--- config.mk ---
export PLATFORM = sky130hd
export DESIGN_NAME = pipe_stage_fifo_flat
export DESIGN_NICKNAME = d
export VERILOG_FILES = /design/src/rtl/pipe_stage_fifo_if.sv /design/src/rtl/pipe_stage_fifo.sv /design/src/flat_wrapper.sv
export SDC_FILE = /design/constraint.sdc
export NUM_CORES = 1
export LEC_CHECK = 0
export ABC_AREA = 1
export CORE_ASPECT_RATIO = 1.75
export CORE_UTILIZATION = 48
export DETAILED_ROUTE_END_ITERATION = 8
export PLACE_DENSITY = 0.83
export SETUP_SLACK_MARGIN = 0.4
export SLEW_MARGIN = 20
export SYNTH_ARGS = -nofsm -noshare
export SYNTH_HDL_FRONTEND = slang
export SYNTH_SLANG_ARGS = --single-unit
--- constraint.sdc ---
create_clock -name clock -period 17.4 [get_ports clock]
set_input_delay 3.48 -clock clock [delete_from_list [all_inputs] [get_ports clock]]
set_output_delay 3.48 -clock clock [all_outputs]
set_load 0.005 [all_outputs]
--- src/rtl/pipe_stage_fifo_if.sv ---
// Handshake bundle between a producer stage, the inter-stage buffer and a
// consumer stage. The buffer takes the slave side and the stages take the master side.
interface pipe_stage_fifo_if #(
    parameter int WIDTH = 160,
    parameter int DEPTH = 2
);
    localparam int CW = $clog2(DEPTH + 1);

    logic             in_valid;
    logic             in_ready;
    logic [WIDTH-1:0] in_data;
    logic             out_valid;
    logic             out_ready;
    logic [WIDTH-1:0] out_data;
    logic [CW-1:0]    count;

    modport slave (
        input  in_valid, in_data, out_ready,
        output in_ready, out_valid, out_data, count
    );

    modport master (
        output in_valid, in_data, out_ready,
        input  in_ready, out_valid, out_data, count
    );
endinterface

--- src/rtl/pipe_stage_fifo.sv ---
// Elastic inter-stage pipeline buffer. It holds an opaque WIDTH-bit payload in a
// DEPTH-entry circular queue with valid/ready handshaking and a synchronous flush,
// and it drives BUBBLE on out_data whenever it is empty.
module pipe_stage_fifo #(
    parameter int               WIDTH  = 160,
    parameter int               DEPTH  = 2,
    parameter logic [WIDTH-1:0] BUBBLE = {WIDTH{1'b0}}
) (
    input logic                 clock,
    input logic                 reset,
    input logic                 flush,
    pipe_stage_fifo_if.slave    bus
);
    localparam int CW = $clog2(DEPTH + 1);
    localparam int PW = (DEPTH > 1) ? $clog2(DEPTH) : 1;

    logic [WIDTH-1:0] r_mem [DEPTH];
    logic [PW-1:0]    r_rp;
    logic [PW-1:0]    r_wp;
    logic [CW-1:0]    r_count;

    logic             w_in_ready;
    logic             w_out_valid;
    logic             w_push;
    logic             w_pop;
    logic [PW-1:0]    w_rp_nxt;
    logic [PW-1:0]    w_wp_nxt;

    // in_ready looks only at registered occupancy, so a full buffer stays closed
    // during the cycle in which it pops.
    assign w_in_ready  = (r_count < CW'(DEPTH));
    assign w_out_valid = (r_count != '0);
    assign w_push      = bus.in_valid && w_in_ready;
    assign w_pop       = w_out_valid && bus.out_ready;

    // DEPTH may not be a power of two, so the pointers wrap on an explicit compare.
    assign w_rp_nxt = (r_rp == PW'(DEPTH - 1)) ? '0 : r_rp + PW'(1);
    assign w_wp_nxt = (r_wp == PW'(DEPTH - 1)) ? '0 : r_wp + PW'(1);

    assign bus.in_ready  = w_in_ready;
    assign bus.out_valid = w_out_valid;
    assign bus.out_data  = w_out_valid ? r_mem[r_rp] : BUBBLE;
    assign bus.count     = r_count;

    // Pointer and occupancy bookkeeping. Reset and flush both clear the queue.
    always_ff @(posedge clock) begin
        if (reset || flush) begin
            r_rp    <= '0;
            r_wp    <= '0;
            r_count <= '0;
        end else begin
            if (w_push) r_wp <= w_wp_nxt;
            if (w_pop)  r_rp <= w_rp_nxt;
            case ({w_push, w_pop})
                2'b10:   r_count <= r_count + CW'(1);
                2'b01:   r_count <= r_count - CW'(1);
                default: r_count <= r_count;
            endcase
        end
    end

    // Payload storage has no reset. A push in a flush or reset cycle is dropped.
    always_ff @(posedge clock) begin
        if (w_push && !flush && !reset) r_mem[r_wp] <= bus.in_data;
    end
endmodule
--- src/flat_wrapper.sv ---
// flat-port wrapper written by rule: the top's interface ports become plain ports
module pipe_stage_fifo_flat 
#(
    parameter int               WIDTH  = 160,
    parameter int               DEPTH  = 2,
    parameter logic [WIDTH-1:0] BUBBLE = {WIDTH{1'b0}}
)
  (clock, reset, flush, bus_in_valid, bus_in_data, bus_out_ready, bus_in_ready, bus_out_valid, bus_out_data, bus_count);
  pipe_stage_fifo_if #(.WIDTH(WIDTH), .DEPTH(DEPTH)) bus_i ();
  input logic clock;
  input logic reset;
  input logic flush;
  input wire logic [$bits(bus_i.in_valid)-1:0] bus_in_valid;
  input wire logic [$bits(bus_i.in_data)-1:0] bus_in_data;
  input wire logic [$bits(bus_i.out_ready)-1:0] bus_out_ready;
  output wire logic [$bits(bus_i.in_ready)-1:0] bus_in_ready;
  output wire logic [$bits(bus_i.out_valid)-1:0] bus_out_valid;
  output wire logic [$bits(bus_i.out_data)-1:0] bus_out_data;
  output wire logic [$bits(bus_i.count)-1:0] bus_count;
  assign bus_i.in_valid = bus_in_valid;
  assign bus_i.in_data = bus_in_data;
  assign bus_i.out_ready = bus_out_ready;
  assign bus_in_ready = bus_i.in_ready;
  assign bus_out_valid = bus_i.out_valid;
  assign bus_out_data = bus_i.out_data;
  assign bus_count = bus_i.count;
  pipe_stage_fifo #(.WIDTH(WIDTH), .DEPTH(DEPTH), .BUBBLE(BUBBLE)) u_core (.clock(clock), .reset(reset), .flush(flush), .bus(bus_i));
endmodule
==> out/qor.csv <==
metric;value;unit
fin_crit;7230;ps
num_rows;76;
cp_data_required_time;13920;ps
clk_pin_slew_worst_paths;70;ps
yosysTopAreaCellShare;78.8;%
drt-initial-drc-count;618;
grt_usage;22.3;%
portBuffers;328;
synth_common_cells;nand2_1 (327), edfxtp_1 (320), a21oi_1 (163);
slew_viol_final;0;
relSlewSlack;31.5;%
cts_sinks;325;
ys_seq_elements;325;
start_kind;flop;
synth-main-ff-cell;edfxtp_1;
status;finished, final reports clean;
synth_edf_count;320;
drive_gt1_share;5.06;%
hp-class;reg2reg;
cts_max_level;1;
syn_inst;889;
start_util;49.1;%
hpwl;19.3;mm
yosys_warnings;0;
grt_overflow;0;
crit_arrival;3750;ps
nNetsFinal;1370;
core_area;24800;um2
worst_pin_slew;1030;ps
first_pass_iters;7;
clock_skew;9.42;ps
dieHeight;213;um
drt-total-wl;29.9;mm
drt-vias-per-instance;5.32;
cp-end-kind;output port;
ys_types;20;
synth_seq_area_share;79.6;%
syn_to_final_growth;36.3;%
synth.area.top_cells;edfxtp_1 (79%), nand2_1 (10%), a21oi_1 (6.7%);
cts_setup_buffers;0;
maxCapViolations;0;
grt_pass1_vias;8335;
worstSetupPathType;reg2out;
tns;0;ps
clk_latency;550;ps
syn_area;12200;um2
ir_drop;0.0940;mV
timing_hold_violations_final;0;
ctsHoldBuffers;0;
avgSynthCellArea;13.7;um2
setup_viol;0;
ant_nets;0;
rrSetupSlack;14610;ps
powerDensity;100;nW/um2
chipWidth;123;um
synth-async-reset-ratio;0;%
routedWlPerCell;19.3;um
yosys.area.top_type;edfxtp_1;
period_share;41.6;%
place_congestion;0.813;
cts_made_buffers;28;
root_buffer;clkbuf_16;
grt_pass1_wl;43.4;mm
hold_ws;474;ps
p_leak;0.00569;uW
route.detailed.drc;0;
postLayoutCoreUtil;67.0;%
vias;8224;
cp_max_fo;69;
clk_path_buf_depth;3;
rsz0062_at_grt;no;
cts_resized;0;
cts_tree;yes;
grt_antenna_before_repair;13;
fmax;138;MHz
syn_nets;1055;
boundaryPins;329;
grt_max_degree;84;
dieArea;26100;um2
yosys.cell_count.top_type;nand2_1;
[worst max-delay path, cell delays in order (launching register included)]
cell	delay [ps]
dfxtp_1	360
nor2_4	750
buf_4	750
buf_4	620
a21oi_1	180
clkdlybuf4s50_1	500
[cell families (layout without fill, tap and decap cells)]
logic type               after synthesis  after routing  share of synthesized area, %
AO/OA/AOI/OAI                        164            164                          6.73
adder cells (fa/ha/maj)                1              1                         0.103
buffers and inverters                 61            398                          3.05
flip-flops                           325            325                          79.6
other                                  0              7                             0
AND/OR/NAND/NOR                      338            338                          10.5
[cells in the final DEF (no fill, tap or decap)]
master / n
buf_4: 9
nor2_4: 2
clkinv_2: 6
dfxtp_4: 1
inv_4: 1
a21oi_1: 163
inv_1: 8
nor3_2: 1
nor2_1: 5
nand4_1: 1
inv_8: 1
clkinv_4: 2
clkbuf_8: 1
clkbuf_16: 29
bufinv_16: 5
nand3_1: 2
edfxtp_1: 320
clkbuf_1: 2
dfxtp_1: 4
nand2_1: 327
diode_2: 7
clkdlybuf4s50_1: 328
o21ai_0: 1
ha_1: 1
clkinvlp_4: 4
clkinv_1: 2
[stage by stage]
step           instance area (um2)  cells  total power (uW)  setup WS [ps]
2_1_floorplan                12200    889               940           2030
4_1_cts                      16600   1538              1680          10110
5_1_grt                      16600   1542              1710           9960
6_report                     16600   1545              1670          10170
3_3_place_gp                 15600   1486              1020          10760
3_5_place_dp                 15600   1486              1030          10710
[final cells by class]
| cell class | instances | area (um2) |
|---|---|---|
| Inverter | 9 | 36.3 |
| Clock buffer | 32 | 747 |
| Tap cell | 312 | 390 |
| Timing Repair Buffer | 337 | 3350 |
| Sequential cell | 325 | 9710 |
| Multi-Input combinational cell | 503 | 2130 |
| Fill cell | 1677 | 8190 |
| Antenna cell | 7 | 17.5 |
| Clock inverter | 20 | 246 |
[power breakdown]
part	internal (uW)	leakage, uW	switching (uW)
clock network	385	0.000479	274
logic	71.4	0.00226	55.8
registers	876	0.00295	5.42
[registers in the layout, summed over array words and instances, names as in the netlist, named ones only]
register	cells
u_core.r_mem	320
u_core.bus.count	2
u_core.r_rp	1
u_core.r_wp	1
[path summary, 6_finish.rpt]
path / depth (start not counted) / startpoint / end
setup / recovery: 5 / u_core.bus.count[1] / bus_out_data[80]
setup reg to reg: 5 / u_core.bus.count[1] / u_core.r_mem[1][136]
hold / removal: 2 / u_core.r_wp / u_core.r_wp
hold reg to reg: 2 / u_core.r_wp / u_core.r_wp
[metal layers]
layer  up-vias  part of all wire, %  wire length [um]  global-route usage (%)
met4        12                  7.2              2140                    16.6
li1       3776                    -                 -                       -
met1      3894                   32              9580                    22.6
met3       123                  8.3              2480                    6.20
met2       419                   52             15600                    38.5
met5         -                 0.29                88                       0
Note: power is estimated with default switching activity, not from simulation.
